$ cat config.mk
export PLATFORM = sky130hd
export DESIGN_NAME = mem_wb_stage
export DESIGN_NICKNAME = d
export VERILOG_FILES = /design/src/rtl/mem_wb_stage.sv
export SDC_FILE = /design/constraint.sdc
export NUM_CORES = 1
export LEC_CHECK = 0
export BUFFER_PORTS_ARGS = -buffer_cell sky130_fd_sc_hd__buf_2
export CORE_MARGIN = 2
export CORE_UTILIZATION = 47
export DETAILED_ROUTE_END_ITERATION = 8
export PLACE_DENSITY = 0.84
export SLEW_MARGIN = 15
export SYNTH_ARGS = -nofsm -noshare
export SYNTH_HDL_FRONTEND = slang
export SYNTH_SLANG_ARGS = --single-unit
$ cat constraint.sdc
create_clock -name clk -period 2.95 [get_ports clk]
set_input_delay 0.59 -clock clk [delete_from_list [all_inputs] [get_ports clk]]
set_output_delay 0.59 -clock clk [all_outputs]
set_load 0.02 [all_outputs]
$ cat src/rtl/mem_wb_stage.sv
// Memory access and M->W pipeline register stage.
// Latency: 1 cycle into W after the access completes (ack, misalign or timeout).
// Backpressure: StallM holds upstream while a bus request waits for mem_ack.
module mem_wb_stage #(
  parameter int TIMEOUT_CYCLES = 16,
  parameter int CNT_W          = 5
) (
  input  logic        clk,
  input  logic        reset,
  input  logic        ValidM,
  input  logic        PCSrcM,
  input  logic        RegWriteM,
  input  logic        MemtoRegM,
  input  logic        MemWriteM,
  input  logic [31:0] ALUResultM,
  input  logic [31:0] WriteDataM,
  input  logic [3:0]  WriteAddrM,
  output logic        mem_req,
  output logic        mem_we,
  output logic [31:0] mem_addr,
  output logic [31:0] mem_wdata,
  input  logic [31:0] mem_rdata,
  input  logic        mem_ack,
  output logic        StallM,
  output logic        RegWriteW,
  output logic        PCSrcW,
  output logic [3:0]  WriteAddrW,
  output logic [31:0] ResultW,
  output logic        MemFaultW
);

  typedef enum logic {IDLE, WAIT} state_t;

  state_t             state_q, state_d;
  logic [CNT_W-1:0]   wcnt_q, wcnt_d;

  logic               reg_write_w_q, reg_write_w_d;
  logic               pc_src_w_q, pc_src_w_d;
  logic [3:0]         write_addr_w_q, write_addr_w_d;
  logic [31:0]        alu_result_w_q, alu_result_w_d;
  logic [31:0]        read_data_w_q, read_data_w_d;
  logic               memto_reg_w_q, memto_reg_w_d;
  logic               mem_fault_w_q, mem_fault_w_d;

  logic               memop;
  logic               misal;
  logic               access;
  logic               timeout_hit;
  logic               abort;
  logic               stall_raw;
  logic               fault;

  // Classify the M-stage instruction and decide whether the bus is being waited on.
  always_comb begin
    memop       = ValidM & (MemtoRegM | MemWriteM);
    misal       = memop & (ALUResultM[1:0] != 2'b00);
    access      = memop & ~misal;
    timeout_hit = (state_q == WAIT) && (wcnt_q == CNT_W'(TIMEOUT_CYCLES));
    // ack in the timeout cycle still completes the access
    abort       = access & timeout_hit & ~mem_ack;
    stall_raw   = access & ~mem_ack & ~abort;
    fault       = misal | abort;
  end

  // Bus and stall outputs; both request and stall are silenced while reset is held.
  always_comb begin
    mem_we    = MemWriteM;
    mem_addr  = {ALUResultM[31:2], 2'b00};
    mem_wdata = WriteDataM;
    mem_req   = reset & access & ~abort;
    StallM    = reset & stall_raw;
  end

  // Next W contents and FSM next state.
  always_comb begin
    state_d        = state_q;
    wcnt_d         = wcnt_q;
    write_addr_w_d = WriteAddrM;
    alu_result_w_d = ALUResultM;
    memto_reg_w_d  = ValidM & MemtoRegM;
    read_data_w_d  = read_data_w_q;
    reg_write_w_d  = ValidM & RegWriteM & ~fault;
    pc_src_w_d     = ValidM & PCSrcM & ~fault;
    mem_fault_w_d  = fault;

    // while stalled the instruction stays in M, so W receives a bubble
    if (stall_raw) begin
      reg_write_w_d = 1'b0;
      pc_src_w_d    = 1'b0;
      mem_fault_w_d = 1'b0;
    end

    if (access && mem_ack) begin
      read_data_w_d = mem_rdata;
    end

    unique case (state_q)
      IDLE: begin
        if (stall_raw) begin
          state_d = WAIT;
          wcnt_d  = CNT_W'(1);
        end
      end
      WAIT: begin
        if (stall_raw) begin
          wcnt_d = wcnt_q + CNT_W'(1);
        end else begin
          // ack, abort, or the access vanished upstream
          state_d = IDLE;
          wcnt_d  = '0;
        end
      end
      default: begin
        state_d = IDLE;
        wcnt_d  = '0;
      end
    endcase
  end

  // State and W pipeline register with synchronous active-low reset.
  always_ff @(posedge clk) begin
    if (!reset) begin
      state_q        <= IDLE;
      wcnt_q         <= '0;
      reg_write_w_q  <= 1'b0;
      pc_src_w_q     <= 1'b0;
      write_addr_w_q <= '0;
      alu_result_w_q <= '0;
      read_data_w_q  <= '0;
      memto_reg_w_q  <= 1'b0;
      mem_fault_w_q  <= 1'b0;
    end else begin
      state_q        <= state_d;
      wcnt_q         <= wcnt_d;
      reg_write_w_q  <= reg_write_w_d;
      pc_src_w_q     <= pc_src_w_d;
      write_addr_w_q <= write_addr_w_d;
      alu_result_w_q <= alu_result_w_d;
      read_data_w_q  <= read_data_w_d;
      memto_reg_w_q  <= memto_reg_w_d;
      mem_fault_w_q  <= mem_fault_w_d;
    end
  end

  // Writeback result is a plain mux over the W registers.
  always_comb begin
    RegWriteW  = reg_write_w_q;
    PCSrcW     = pc_src_w_q;
    WriteAddrW = write_addr_w_q;
    MemFaultW  = mem_fault_w_q;
    ResultW    = memto_reg_w_q ? read_data_w_q : alu_result_w_q;
  end

endmodule

Yosys cells after proc, flatten, opt, wreduce, memory -nomap -nowiden --
Cells that the tools add are included.
Storage, ports and cells: register bits after elaboration 78, memory bits (read-only) 0, memories 0, bits in latches 0, output and inout port bits 106, bits of input ports 108, bits in writable memories 0
Operators by class: eq/ne operators 2, bitwise gates (word level) 23, divide/modulo/power cells 0, shifts and indexed selects 0, multipliers 0, reductions and logical operators 4, add/sub/neg operators 1, $lt $le $gt $ge 0, mux-type cells 5
Operator list (count):
- 32-bit 2-to-1 mux | 1
- 1-bit bitwise AND | 15
- 5-bit 2-to-1 mux | 2
- 5-bit one-hot mux with 2 select lines | 1
- 1-bit inverter | 6
- 5-bit by 1-bit adder with 5-bit output, second input constant | 1
- 5-bit == test, second input constant | 1
- 1-bit logical AND | 2
- 2-bit inequality test, second input constant | 1
- 1-bit bitwise OR | 2
- 2-bit nonzero test | 1
- 2-bit OR reduction | 1
- 1-bit 2-to-1 mux | 1

Longest topological paths before layout --
Gate-level depths: netlist (run 1).
depth after elaboration 11, gate-level depth with buffers 5, mapped depth without buffers 5

Least setup slack after synthesis (run 1) --
No wires, ideal clock.
path type input to output, start in ALUResultM[1], end out mem_req, path slack 0.653 ns, cell stages on the path 4, data arrival time 1.707 ns, data required time 2.360 ns, path through or2_1 -> buf_6 -> buf_6 -> nor4_1
On the way: cells in the longest elaborated chain, start to end 8
RTL lines:
- start: declaration | line 15 | input logic [31:0] ALUResultM,
- 2-bit nonzero test (*) | line 56 | misal = memop & (ALUResultM[1:0] != 2'b00);
- 1-bit bitwise AND (*) | line 56
- 1-bit inverter (*) | line 57 | access = memop & ~misal;
- 1-bit bitwise AND (*) | line 57
- 1-bit bitwise AND (2 in a row) | line 60 | abort = access & timeout_hit & ~mem_ack;
- 1-bit inverter | line 70 | mem_req = reset & access & ~abort;
- 1-bit bitwise AND (*) | line 70
- end: declaration | line 18 | output logic mem_req,
Mark *: on every way between the ends. The rest lies on a longest branch, timed or not.

Worst setup path in the final report (run 1) --
start reg wcnt_q[0], end out mem_req
On the way: cells in the longest elaborated chain, start to end 6
RTL lines:
- start: declaration | line 35 | logic [CNT_W-1:0] wcnt_q, wcnt_d;
- start signal: assignment | line 134 | wcnt_q <= wcnt_d;
- 5-bit == test | line 58 | timeout_hit = (state_q == WAIT) && (wcnt_q == CNT_W'(TIMEOUT_CYCLES));
- 1-bit logical AND | line 58
- 1-bit bitwise AND (2 in a row) | line 60
- 1-bit inverter | line 70
- 1-bit bitwise AND | line 70
Every way passes these cells.

==> impl.org, run 1 <==
** CTS
- Quantity of hold-fixing buffers added after cts :: 0
- TritonCTS built the clock tree.
- Post-CTS Resized :: 0
- The tree is rooted in a sky130_fd_sc_hd__clkbuf_8.
- Post-CTS timing repair inserted 0 buffers for setup.
- Counting along the longest clock path gives a buffer depth of 2.
- Clock-pin slew of the registers on the worst-case setup and hold paths :: 0.08 ns
- CTS saw 78 sinks.
- At the later pin of the worst-skew pair, clock insertion delay measures 0.32 ns.
- In this run the number of H-tree levels came out at 3.
- Buffers inserted during clock tree synthesis total 9.

** Place
- Gpl congestion :: 0.8617
- Port bufs :: 147
- Detailed placement ended at an HPWL of a little under 6000 um.
- Instance area after placement :: 3938 um2
- The number of placed instances, taps included, is 552.

** Setup path
- Critical-path cell with the highest stage delay :: sky130_fd_sc_hd__dfxtp_1
- Kind of critical path :: register to output port
- Critical path cell sequence :: inv_1, ha_1, nand4bb_1, nor3_1, nor4_1, buf_2
- Data on the critical path arrives at its endpoint at 1.78 ns.
- Largest incremental delay on the critical path :: around 0.40 ns
- Maximum fanout count along the critical path :: 5
- The worst setup path is launched from a register.
- Critical Path RT :: 2.36 ns
- Critical path capture point type :: output port
- CP delay by family, top :: simple AND/OR/NAND/NOR gates
- Together, buffers and inverters on the worst path number 2.

** Final layout
- Summing all multi-input logic gate instances after layout gives 1430 um2.
- The post-route netlist has 44.83% of its cells at a drive strength greater than 1.
- In the layout the commonest cells are sky130_fd_sc_hd__buf_2, sky130_fd_sc_hd__dfxtp_1, sky130_fd_sc_hd__and2_1.
- The finished cells cover 4148 um2.
- Non-filler instance count after layout :: about 570
- Number of inserted filler cells in the final layout :: 691
- The library cell used most frequently in the layout, excluding fill and tap cells, is sky130_fd_sc_hd__buf_2.
- Summing all flip-flop and latch instances after layout gives ~1600 um2.
- The area growth from synthesis to layout is 14.27%.
- Antenna diode instance count :: 0
- Final net count :: 571

** Floorplan
- Top-Level Pins :: between 200 and 250
- Die boundary width :: between 90 and 100 um
- Standard cell core area :: roughly 7600 um2
- Vertical die dimension :: 91.88 um
- The floorplan has 32 rows.
- For this configuration, the core starts out at a cell density of between 40 and 50%.
- Die outline area :: 8442 um2

** Synthesis
- The netlist uses 42 different library cells.
- FFs w/ async S/R, synth :: 0%
- Yosys printed 0 warnings.
- Synthesis produced a netlist whose cell count is 383.
- Yosys reg bits :: between 70 and 80
- For this run, the leading register cell type out of synthesis is sky130_fd_sc_hd__dfxtp_1.
- Number of enable flip-flop cells after synthesis :: 0
- Netlist area before placement :: 3630 um2
- Sequential cells were found to cover 43.02% of the synthesized design area.
- Leading post-synthesis cells by cell area :: sky130_fd_sc_hd__dfxtp_1, sky130_fd_sc_hd__buf_4, sky130_fd_sc_hd__mux2_2, sky130_fd_sc_hd__and2_1, sky130_fd_sc_hd__a21oi_1
- The biggest area contributor in the post-synthesis netlist is sky130_fd_sc_hd__dfxtp_1.
- The average instance in the mapped netlist occupies 9.477 um2.
- In this run the biggest area consumer among cell types represents 43.02% of the synthesized area.

** STA
- The number of endpoints with negative hold slack in the final report is 0.
- Unrepaired setup endpoints after global routing :: no
- Based on the critical path, the design can be clocked at up to 422.2 MHz.
- Final-report max-slew violation count :: 0
- In the final timing run, aggregate negative setup slack is 0 ns.
- Setup-violating endpoint count in the final report :: 0
- Clock skew :: 0.001567 ns
- Counting I/O delays and the setup requirement, the final critical path takes around 2.4 ns.
- After layout, the worst path uses 80.29% of the clock period.

** Routing
- Number of DRC violations after detailed routing :: 0
- The detail route stage leaves a number of antenna-violating nets equal to 0.
- Routed vias :: ~2900
- WL/cell :: 14.31 um
- Vias per Instance :: about 5
- DRC violation total after the first TritonRoute iteration :: between 60 and 70
- Wires add up to 8099 um.
- Before antenna repair, the detailed router went through 4 iterations.

** GRT
- Pin count of the biggest net entering global routing :: 34
- Via count of the first global-routing pass :: 2717
- Initial antenna violation count :: 0
- Global routing used a little under a fifth of the available tracks across all layers.
- met2 is the most crowded layer.
- After global routing the overflow that remains totals 0.
- Global routing consumed, on the met3 layer, roughly 4.4% of the routing resources.
- The first global-routing pass estimated 12770 um of wire.
- For met1 alone, demand over resource in global routing was 21.43%.
- Met2 GRT Util :: 34.25%

** Power and ir drop
- Total leakage power :: roughly 1.9 nW
- Power density cells :: 544.4 nW/um2
- Maximum resistive drop on vdd :: 310.5 uV

** Run
- Maximum capacitance violations :: 0

** Min path
- Worst min path class :: input pin to register

** Status
- Run status :: complete, no violations
[worst paths after layout]
check	start	to	slack (ns)	cells after the start
worst max-delay path	wcnt_q[0]$_SDFFE_PN0P_	mem_req	0.58	6
worst min-delay path	RegWriteM	RegWriteW$_SDFF_PP0_	0.46	2
worst max register to register	wcnt_q[0]$_SDFFE_PN0P_	wcnt_q[3]$_SDFFE_PN0P_	1.55	5
worst min register to register	read_data_w_q[30]$_SDFFE_PN0P_	read_data_w_q[30]$_SDFFE_PN0P_	0.48	2
[cell families after synthesis]
family,after synthesis,synth area share [%]
AND/OR/NAND/NOR,98,16.06
buffers and inverters,94,17.75
flip-flops,78,43.02
AO/OA/AOI/OAI,76,11.96
multiplexers,32,9.927
adder cells (fa/ha/maj),2,0.6893
XOR/XNOR,2,0.4827
other,1,0.1033
[synthesized netlist by cell type, types with 3 or more instances]
cell                       instances
sky130_fd_sc_hd__nand2_1           4
sky130_fd_sc_hd__buf_6             3
sky130_fd_sc_hd__mux2_2           30
sky130_fd_sc_hd__inv_1             3
sky130_fd_sc_hd__and3_1            3
sky130_fd_sc_hd__nand4_1           4
sky130_fd_sc_hd__o21ai_0          11
sky130_fd_sc_hd__o21ai_1          22
sky130_fd_sc_hd__clkbuf_1          8
sky130_fd_sc_hd__dfxtp_1          78
sky130_fd_sc_hd__nand3_1          33
sky130_fd_sc_hd__and2_1           38
sky130_fd_sc_hd__buf_2            11
sky130_fd_sc_hd__nor2_1            3
sky130_fd_sc_hd__buf_4            68
sky130_fd_sc_hd__a21oi_1          33
[sequential cells by signal, summed over array words and instances (netlist names)]
| register | cells |
|---|---|
| MemFaultW | 1 |
| PCSrcW | 1 |
| RegWriteW | 1 |
| wcnt_q | 5 |
| memto_reg_w_q | 1 |
| state_q | 1 |
| WriteAddrW | 4 |
| read_data_w_q | 32 |
| alu_result_w_q | 32 |
[per-stage QoR]
step | hold slack (ns) | util, % | total power, mW | worst slack, ns
final | 0.4619 | 54.52 | 2.258 | 0.5814
after global routing | 0.4460 | 54.52 | 2.360 | 0.4880
after CTS | 0.4405 | 54.52 | 2.292 | 0.5554
after detailed placement | 0.4655 | 51.76 | 1.438 | 0.7167
after global placement | 0.4579 | 51.76 | 1.430 | 0.6999
after floorplan | 0.4502 | - | 1.404 | 0.6532
[worst reg2reg max path, stage by stage (launching register included)]
cell	delay (ns)
sky130_fd_sc_hd__dfxtp_1	0.40
sky130_fd_sc_hd__inv_1	0.08
sky130_fd_sc_hd__ha_1	0.21
sky130_fd_sc_hd__nand4bb_1	0.15
sky130_fd_sc_hd__nand4_1	0.18
sky130_fd_sc_hd__a211oi_1	0.28
[layer usage]
| metal | share of wire (%) | vias to the layer above | wire (um) |
|---|---|---|---|
| li1 | - | 1401 | - |
| met4 | 1.3 | 0 | 104 |
| met5 | 0 | - | 0 |
| met2 | 51 | 119 | 4154 |
| met3 | 7.7 | 16 | 623 |
| met1 | 40 | 1315 | 3217 |
[layout make-up]
class | instances | area share, %
flip-flops and latches | 78 | 37.65
inverters | 4 | 0.3620
well taps | 102 | 3.077
clock inverters | 4 | 1.750
clock buffers | 10 | 3.318
repair buffers | 156 | 19.37
multi-input cells | 212 | 34.48
[power breakdown]
group / internal (mW) / switching [mW]
logic: 0.125 / 0.186
registers: 1.09 / 0.0109
clock network: 0.489 / 0.359
total: 1.70 / 0.555
Note: power is estimated with default switching activity, not from simulation.
==> run 2, diff against run 1 <==
--- a/config.mk
+++ b/config.mk
@@ -5,11 +5,12 @@
 export SDC_FILE = /design/constraint.sdc
 export NUM_CORES = 1
 export LEC_CHECK = 0
+export ABC_AREA = 1
 export BUFFER_PORTS_ARGS = -buffer_cell sky130_fd_sc_hd__buf_2
 export CORE_MARGIN = 2
-export CORE_UTILIZATION = 47
+export CORE_UTILIZATION = 39
 export DETAILED_ROUTE_END_ITERATION = 8
-export PLACE_DENSITY = 0.84
+export PLACE_DENSITY = 0.74
 export SLEW_MARGIN = 15
 export SYNTH_ARGS = -nofsm -noshare
 export SYNTH_HDL_FRONTEND = slang
==> constraint.sdc (replaced) <==
create_clock -name clk -period 2.06 [get_ports clk]
set_input_delay 0.412 -clock clk [delete_from_list [all_inputs] [get_ports clk]]
set_output_delay 0.412 -clock clk [all_outputs]
set_load 0.02 [all_outputs]
==> impl.org, run 2 <==
** CTS
- Latest clock arrival within the worst-skew pair :: 0.34 ns (was 0.32 ns)
- The clock root buffer master is sky130_fd_sc_hd__clkbuf_8 (unchanged).
- The buffer levels on the longest clock path was 2 (unchanged).
- CTS tree :: built (unchanged)
- The number of H-tree levels is 3 (unchanged).
- Clock tree sinks :: 78 (unchanged)
- The CTS clock-pin slew for the worst setup and hold paths came to 0.08 ns (about the same).
- The number of buffers created by CTS came to 9 (unchanged).

** Synthesis
- Number of distinct standard cells referenced by the synthesized netlist :: 24 (was 42)
- Synth warnings :: 0 (unchanged)
- Main flop type after synthesis :: sky130_fd_sc_hd__dfxtp_1 (unchanged)
- Fraction of post-synthesis cell area in the top cell type by area :: 44.37% (was 43.02%)
- Netlist area before placement :: 3520 um2 (was 3630 um2)
- Leading post-synthesis cells by cell area: sky130_fd_sc_hd__dfxtp_1, sky130_fd_sc_hd__buf_4, sky130_fd_sc_hd__a21oi_1, sky130_fd_sc_hd__inv_1, sky130_fd_sc_hd__nand2_1 (was sky130_fd_sc_hd__dfxtp_1, sky130_fd_sc_hd__buf_4, sky130_fd_sc_hd__mux2_2, sky130_fd_sc_hd__and2_1, sky130_fd_sc_hd__a21oi_1).
- Yosys reg bits :: 78 (unchanged)
- The number of instances in the synthesized netlist is 463 (was 383).
- Share of the yosys chip area belonging to registers :: 44.37% (was 43.02%)
- Commonest cells in the netlist :: sky130_fd_sc_hd__dfxtp_1, sky130_fd_sc_hd__inv_1, sky130_fd_sc_hd__a21oi_1, sky130_fd_sc_hd__buf_4, sky130_fd_sc_hd__nand2_1 (was sky130_fd_sc_hd__dfxtp_1, sky130_fd_sc_hd__buf_4, sky130_fd_sc_hd__and2_1, sky130_fd_sc_hd__a21oi_1, sky130_fd_sc_hd__nand3_1)
- The count of flip-flops with a built-in enable after synthesis came to 0 (unchanged).
- FFs w/ async S/R, synth :: 0% (unchanged)
- The mean cell area of the mapped netlist was 7.602 um2 (was 9.477 um2).
- The dominant cell type by area after synthesis is sky130_fd_sc_hd__dfxtp_1 (unchanged).

** GRT
- The number of antenna violations at the first check in global routing was 0 (unchanged).
- The total global-route track usage was 14.88% (was 18.86%).
- The sum of overflow across all layers after global routing came to 0 (unchanged).
- Pin count of the biggest net entering global routing :: 65 (was 34)
- Global-route wire length before repair :: 12000 um (was 12770 um)
- Via count of the first global-routing pass :: 2840 (was 2717)

** Routing
- WL/cell :: 11.31 um (was 14.31 um)
- The total routed wirelength is 7399 um (was 8099 um).
- Vias per Instance :: 4.520 (was 5.037)
- The residual antenna-violating net count after detailed routing came to 0 (unchanged).
- Number of DRC violations after detailed routing :: 0 (unchanged)
- The number of iterations in the first detailed-routing pass came to 4 (unchanged).
- The number of vias after detailed routing is 2956 (was 2851).
- The violation count after the first detailed-route iteration was 53 (was 66).

** Final layout
- Non-filler instance count after layout :: 654 (was 566)
- Antenna diode instance count :: 0 (unchanged)
- The final cell area excluding filler cells is 4083 um2 (was 4148 um2).
- Largest registers ranked by flip-flop count :: alu_result_w_q x32, read_data_w_q x32, wcnt_q x5 (unchanged)
- The ratio of cells with drive above 1 in the final layout is 33.33% (was 44.83%).
- The utilization of the core after routing came to 46.81% (was 54.52%).
- Commonest non-fill, non-tap cell in the layout :: sky130_fd_sc_hd__buf_2 (unchanged)
- Synthesis-to-layout area growth :: 16.00% (was 14.27%)
- Leading cell types in the layout, fill and taps excluded :: sky130_fd_sc_hd__buf_2, sky130_fd_sc_hd__inv_1, sky130_fd_sc_hd__dfxtp_1 (was sky130_fd_sc_hd__buf_2, sky130_fd_sc_hd__dfxtp_1, sky130_fd_sc_hd__and2_1)
- The final layout net count came to 653 (was 571).

** Power and ir drop
- Sum of internal, switching and leakage power :: 3.305 mW (was 2.258 mW)
- The maximum VDD drop came to 479.5 uV (was 310.5 uV).
- Power density cells :: 809.4 nW/um2 (was 544.4 nW/um2)
- The reported leakage power is 2.146 nW (was 1.858 nW).

** Setup path
- Cell type with the highest occurrence count on the critical path :: sky130_fd_sc_hd__nand2_1
- The reg-to-reg setup timing slack was 0.45 ns (was 1.55 ns).
- Critical path cell sequence: inv_1, ha_1, nand2_1, nor2_1, nand2_1, nand3_4, nor2_2, buf_4 (was inv_1, ha_1, nand4bb_1, nor3_1, nor4_1, buf_2).
- The count of cells along the worst register-to-register path was 8 (was 5).
- Critical path startpoint category :: register (unchanged)
- The worst path arrival time came to 1.56 ns (was 1.78 ns).
- The slowest stage cell on the critical path was sky130_fd_sc_hd__dfxtp_2 (was sky130_fd_sc_hd__dfxtp_1).
- The biggest cell delay along the critical path came to 0.34 ns (was 0.40 ns).
- Critical Path RT :: 1.65 ns (was 2.36 ns)
- Maximum fanout count along the critical path :: 7 (was 5)
- Kind of critical path :: register to output port (unchanged)
- Critical path capture point type :: output port (unchanged)

** STA
- The setup skew after layout is 0.005020 ns (was 0.001567 ns).
- The smallest clock period supported by the final layout is computed as 1.971 ns.
- The number of pins with negative max-slew slack in the final report came to 0 (unchanged).
- Setup-violating endpoint count in the final report :: 0 (unchanged)
- The number of endpoints with negative hold slack in the final report came to 0 (unchanged).
- Sum of negative setup slack :: 0 ns (unchanged)
- Based on the critical path, the design can be clocked at up to ~510 MHz.
- Share of the clock period used by the worst path :: 95.69%

** Place
- The weighted congestion reported at the end of routability-driven placement came to 0.9253 (was 0.8617).
- The placed cell count was 637 (was 552).
- The count of port buffers added during placement came to 147 (unchanged).
- The post-DP HPWL is 5298 um (was 5914 um).
- The total placed instance area was 3835 um2 (was 3938 um2).

** Floorplan
- The die extent in y is 99 um (was 91.88 um).
- The area of the placeable core came to 8721 um2 (was 7607 um2).
- The chip width was 99 um (was 91.88 um).
- Die outline area :: 9801 um2 (was 8442 um2)
- The number of placement rows was 34 (was 32).
- Starting utilization of the core area :: 40.36% (was 47.71%)
- Top-Level Pins :: 214 (unchanged)

** Min path
- The worst min-delay path class was input pin to register (unchanged).
- Worst hold stages :: 3 (was 2)

** Run
- The count of max-cap constraint violations was 0 (unchanged).

** Status
- Run status :: complete, no violations (unchanged)
run 2: cell types whose count changed after synthesis, sizes merged, moves of 4 or more:
cell,delta
mux2,-32
a21oi,+37
nor2,+38
inv,+75
and2,-38
nand4,-4
nand3,-23
nand2,+52
run 2: report_power, final:
part	total (mW)	internal [mW]	switching, mW
Clock	1.22	0.700	0.523
Sequential	1.59	1.57	0.0160
Combinational	0.494	0.181	0.312
run 2: area by class of cell:
cell class	instances	area (um2)
repair buffers	155	823.3
flip-flops and latches	78	1565
clock inverters	4	72.57
well taps	108	135.1
inverters	78	292.8
clock buffers	10	137.6
fillers	859	4638
multi-input cells	221	1056
run 2: through the flow:
stage | hold WS (ns) | setup slack [ns]
finish | 0.2510 | 0.08879
global route | 0.2259 | -0.03468
CTS | 0.2288 | 0.01037
detailed placement | 0.4438 | 0.3068
global placement | 0.4364 | 0.3576
floorplan | 0.4272 | 0.4397
run 2: cell families after synthesis:
group / share of synthesized area [%]
fa+ha+maj: 0.7109
compound gates: 16.07
flops: 44.37
other cells: 0.1065
simple gates: 12.73
buf+inv: 26.02
run 2: routing by layer:
metal  global-route usage (%)  share of wire, %  vias up
met1                    16.46                41     1288
met3                    5.957               8.4       24
met2                    25.52                49      130
li1                         -                 -     1514
met4                    5.796               2.0        0
met5                        0                 0        -
run 2: worst paths after layout:
kind	start	end
hold reg to reg	read_data_w_q[19]$_SDFFE_PN0P_	read_data_w_q[19]$_SDFFE_PN0P_
setup reg to reg	wcnt_q[0]$_SDFFE_PN0P_	MemFaultW$_SDFF_PP0_
hold / removal	WriteAddrM[1]	WriteAddrW[1]$_SDFF_PN0_
setup / recovery	wcnt_q[0]$_SDFFE_PN0P_	StallM
run 2: worst max-delay path: cells and delay by family (launching register included):
kind / cells / cell delay, ns
flip-flops: 1 / 0.34
AND/OR/NAND/NOR: 5 / 0.46
buffers and inverters: 2 / 0.20
adder cells (fa/ha/maj): 1 / 0.21
run 2: repair_timing:
item	4_1_cts	5_1_grt
setup buffers	0	3
hold buffers	0	0
setup endpoints to repair	0	1
gates resized for setup	0	5
==> run 3, diff against run 2 <==
--- a/config.mk
+++ b/config.mk
@@ -7,9 +7,12 @@
 export LEC_CHECK = 0
 export ABC_AREA = 1
 export BUFFER_PORTS_ARGS = -buffer_cell sky130_fd_sc_hd__buf_2
+export CELL_PAD_IN_SITES_DETAIL_PLACEMENT = 0
+export CELL_PAD_IN_SITES_GLOBAL_PLACEMENT = 1
 export CORE_MARGIN = 2
-export CORE_UTILIZATION = 39
+export CORE_UTILIZATION = 26
 export DETAILED_ROUTE_END_ITERATION = 8
+export GPL_TIMING_DRIVEN = 0
 export PLACE_DENSITY = 0.74
 export SLEW_MARGIN = 15
 export SYNTH_ARGS = -nofsm -noshare
==> impl.org, run 3 (synthesis results as in run 2) <==
** Min path
- Worst min path class :: input pin to register (unchanged)

** Setup path
- The data required time of the critical path is 1.65 ns (about the same).
- Register-to-Register Setup Slack :: 0.68 ns (was 0.45 ns)
- Critical path capture point type :: output port (unchanged)
- The worst reg2reg path startpoint was wcnt_q[0]$_SDFFE_PN0P_ (unchanged).
- Crit path to :: StallM (unchanged)
- Critical-path cell with the highest stage delay :: sky130_fd_sc_hd__dfxtp_2 (unchanged)
- The worst path arrival time is 1.54 ns (was 1.56 ns).
- Buffers & Inverters on Critical Path :: 2 (unchanged)
- Largest incremental delay on the critical path :: 0.34 ns (about the same)
- Critical path depth in cells :: 8 (unchanged)
- The count of cells along the worst register-to-register path came to 7 (was 8).
- Critical R2R Capture :: MemFaultW$_SDFF_PP0_ (unchanged)
- The most frequent cell on the critical path is sky130_fd_sc_hd__nand2_1 (unchanged).
- Kind of critical path :: register to output port (unchanged)
- The kind of cell adding the most delay to the critical path is simple AND/OR/NAND/NOR gates (unchanged).
- Critical path cell sequence: inv_1, ha_1, nand2_1, nor2_1, nand2_1, nand3_4, nor2_2, buf_4 (unchanged).
- Maximum fanout count along the critical path :: 8 (was 7)
- The critical path launch point was wcnt_q[0]$_SDFFE_PN0P_ (unchanged).
- Critical path startpoint category :: register (unchanged)

** STA
- The timing-limited maximum frequency is 512.3 MHz (was 507.3 MHz).
- Hold Fails Final Rpt :: 0 (unchanged)
- At the pin with the least slew margin, the transition time is 0.5174 ns.
- The minimum clock period after layout came to 1.952 ns (was 1.971 ns).
- Share of the clock period used by the worst path :: 94.75% (was 95.69%)
- The number of pins with negative max-slew slack in the final report came to 0 (unchanged).
- In this run the tightest slew margin relative to its limit is 65.51%.
- Clock skew :: 0.003150 ns (was 0.005020 ns)
- Sum of negative setup slack :: 0 ns (unchanged)
- The setup-violating endpoint count in the final report is 0 (unchanged).

** Routing
- The total routed wirelength was 9600 um (was 7399 um).
- Number of DRC violations after detailed routing :: 0 (unchanged)
- Antenna viol nets, final :: 0 (unchanged)
- Routed vias :: 3362 (was 2956)
- DRC violation total after the first TritonRoute iteration :: 67 (was 53)
- Vias per Instance :: 4.031 (was 4.520)
- WL/cell :: 11.51 um (was 11.31 um)
- Iteration count of the initial detailed-routing pass :: 4 (unchanged)

** CTS
- The CTS clock-pin slew for the worst setup and hold paths was 0.06 ns (was 0.08 ns).
- The TritonCTS clock tree is built (unchanged).
- H-tree lvl count :: 3 (unchanged)
- Buffer levels on the longest clock path :: 2 (unchanged)
- The number of gates given a new drive strength after cts is 6 (was 0).
- Num CTS Buffers :: 9 (unchanged)
- Latest clock arrival within the worst-skew pair :: 0.33 ns (was 0.34 ns)
- Post-CTS Setup Bufs :: 0 (unchanged)
- The clock root buffer master is sky130_fd_sc_hd__clkbuf_16 (was sky130_fd_sc_hd__clkbuf_8).
- Clock tree sinks :: 78 (unchanged)
- The number of hold-repair buffers added at the cts stage came to 0 (unchanged).

** GRT
- The first-pass GRT wire length was 14770 um (was 12000 um).
- The total global-route track usage was 12.92% (was 14.88%).
- The sum of overflow across all layers after global routing is 0 (unchanged).
- The number of antenna violations at the first check in global routing was 0 (unchanged).
- Via count of the first global-routing pass :: 3136 (was 2840)
- Pin count of the biggest net entering global routing :: 14 (was 65)

** Final layout
- Register cell area after layout :: 1564 um2 (was 1565 um2)
- Final net count :: 763 (was 653)
- Largest registers ranked by flip-flop count: alu_result_w_q x32, read_data_w_q x32, wcnt_q x5 (unchanged).
- Non-filler instance count after layout :: 834 (was 654)
- The multi-input logic area came to 1056 um2 (unchanged).
- Layout cells sized above 1 :: 43.62% (was 33.33%)
- Number of inserted filler cells in the final layout :: 1449 (was 859)
- Leading cell types in the layout, fill and taps excluded: sky130_fd_sc_hd__buf_2, sky130_fd_sc_hd__inv_1, sky130_fd_sc_hd__dfxtp_1 (unchanged).
- Commonest non-fill, non-tap cell in the layout :: sky130_fd_sc_hd__buf_2 (unchanged)
- Antenna diode instance count :: 0 (unchanged)
- The area growth from synthesis to layout was 40.77% (was 16.00%).

** Power and ir drop
- The power density over the cells came to 767.4 nW/um2 (was 809.4 nW/um2).
- Total leakage power :: 2.661 nW (was 2.146 nW)
- Maximum resistive drop on vdd :: 332.3 uV (was 479.5 uV)

** Floorplan
- The area of the placeable core came to 13240 um2 (was 8721 um2).
- Die boundary width :: 120.4 um (was 99 um)
- Vertical die dimension :: 120.4 um (was 99 um)
- The number of placement rows came to 42 (was 34).
- The top-level port count is 214 (unchanged).
- The area of the die is 14480 um2 (was 9801 um2).
- The starting density of the core was 26.58% (was 40.36%).

** Place
- Placed Cells incl. Taps :: 818 (was 637)
- Port bufs :: 178 (was 147)
- Detail Placement HPWL :: 7604 um (was 5298 um)
- The weighted congestion reported at the end of routability-driven placement was 0.7733 (was 0.9253).

** Run
- The count of max-cap constraint violations was 0 (unchanged).

** Status
- Run status: complete, no violations (unchanged).
run 3: changes by cell type in the layout (fill, tap and decap cells not counted), sizes merged:
cell / previous run / this run
buf: 155 / 255
bufinv: 2 / 1
clkbuf: 10 / 19
clkinv: 1 / 4
clkinvlp: 1 / 2
run 3: tightest hold or removal path: stages:
cell,delay (ns)
sky130_fd_sc_hd__buf_2,0.07
sky130_fd_sc_hd__nand2_1,0.04
sky130_fd_sc_hd__inv_1,0.04
run 3: how the worst min path moves through the flow:
stage	from	to	slack (ns)	cells past startpoint
2_1_floorplan	read_data_w_q[28]$_SDFFE_PN0P_	read_data_w_q[28]$_SDFFE_PN0P_	0.43	2
3_3_place_gp	read_data_w_q[28]$_SDFFE_PN0P_	read_data_w_q[28]$_SDFFE_PN0P_	0.44	2
3_5_place_dp	read_data_w_q[28]$_SDFFE_PN0P_	read_data_w_q[28]$_SDFFE_PN0P_	0.44	2
4_1_cts	WriteAddrM[3]	WriteAddrW[3]$_SDFF_PN0_	0.25	3
5_1_grt	WriteAddrM[3]	WriteAddrW[3]$_SDFF_PN0_	0.26	3
6_report	WriteAddrM[3]	WriteAddrW[3]$_SDFF_PN0_	0.26	3
run 3: through the flow:
| step | power [mW] | util, % | hold WS [ns] | worst slack [ns] | area, um2 |
|---|---|---|---|---|---|
| after floorplan | 2.049 | - | 0.4272 | 0.4397 | 3523 |
| after global placement | 2.297 | 35.00 | 0.4387 | 0.1369 | 4634 |
| after detailed placement | 2.302 | 35.00 | 0.4421 | 0.1640 | 4634 |
| after CTS | 3.861 | 37.29 | 0.2482 | 0.009118 | 4938 |
| after global routing | 3.985 | 37.42 | 0.2609 | -0.006207 | 4955 |
| final | 3.802 | 37.42 | 0.2553 | 0.1082 | 4955 |
run 3: routing by layer:
layer	GRT usage [%]	routed length (um)	vias up
met5	0	0	-
met4	3.779	105	0
met3	5.000	840	8
met2	22.23	4733	130
met1	14.88	3920	1481
li1	-	-	1743
run 3: where the power goes:
part	switching (mW)	internal [mW]	leakage (nW)	total, mW
clock network	0.610	0.928	0.141	1.54
registers	0.0152	1.57	0.642	1.59
logic	0.392	0.283	1.88	0.675
run 3: final cells by class:
class	count	area share (%)
Buffer	87	12.88
Clock buffer	9	4.545
Clock inverter	7	1.313
Inverter	78	5.909
Multi-Input combinational cell	221	21.31
Sequential cell	78	31.57
Tap cell	176	4.444
Timing Repair Buffer	178	18.03
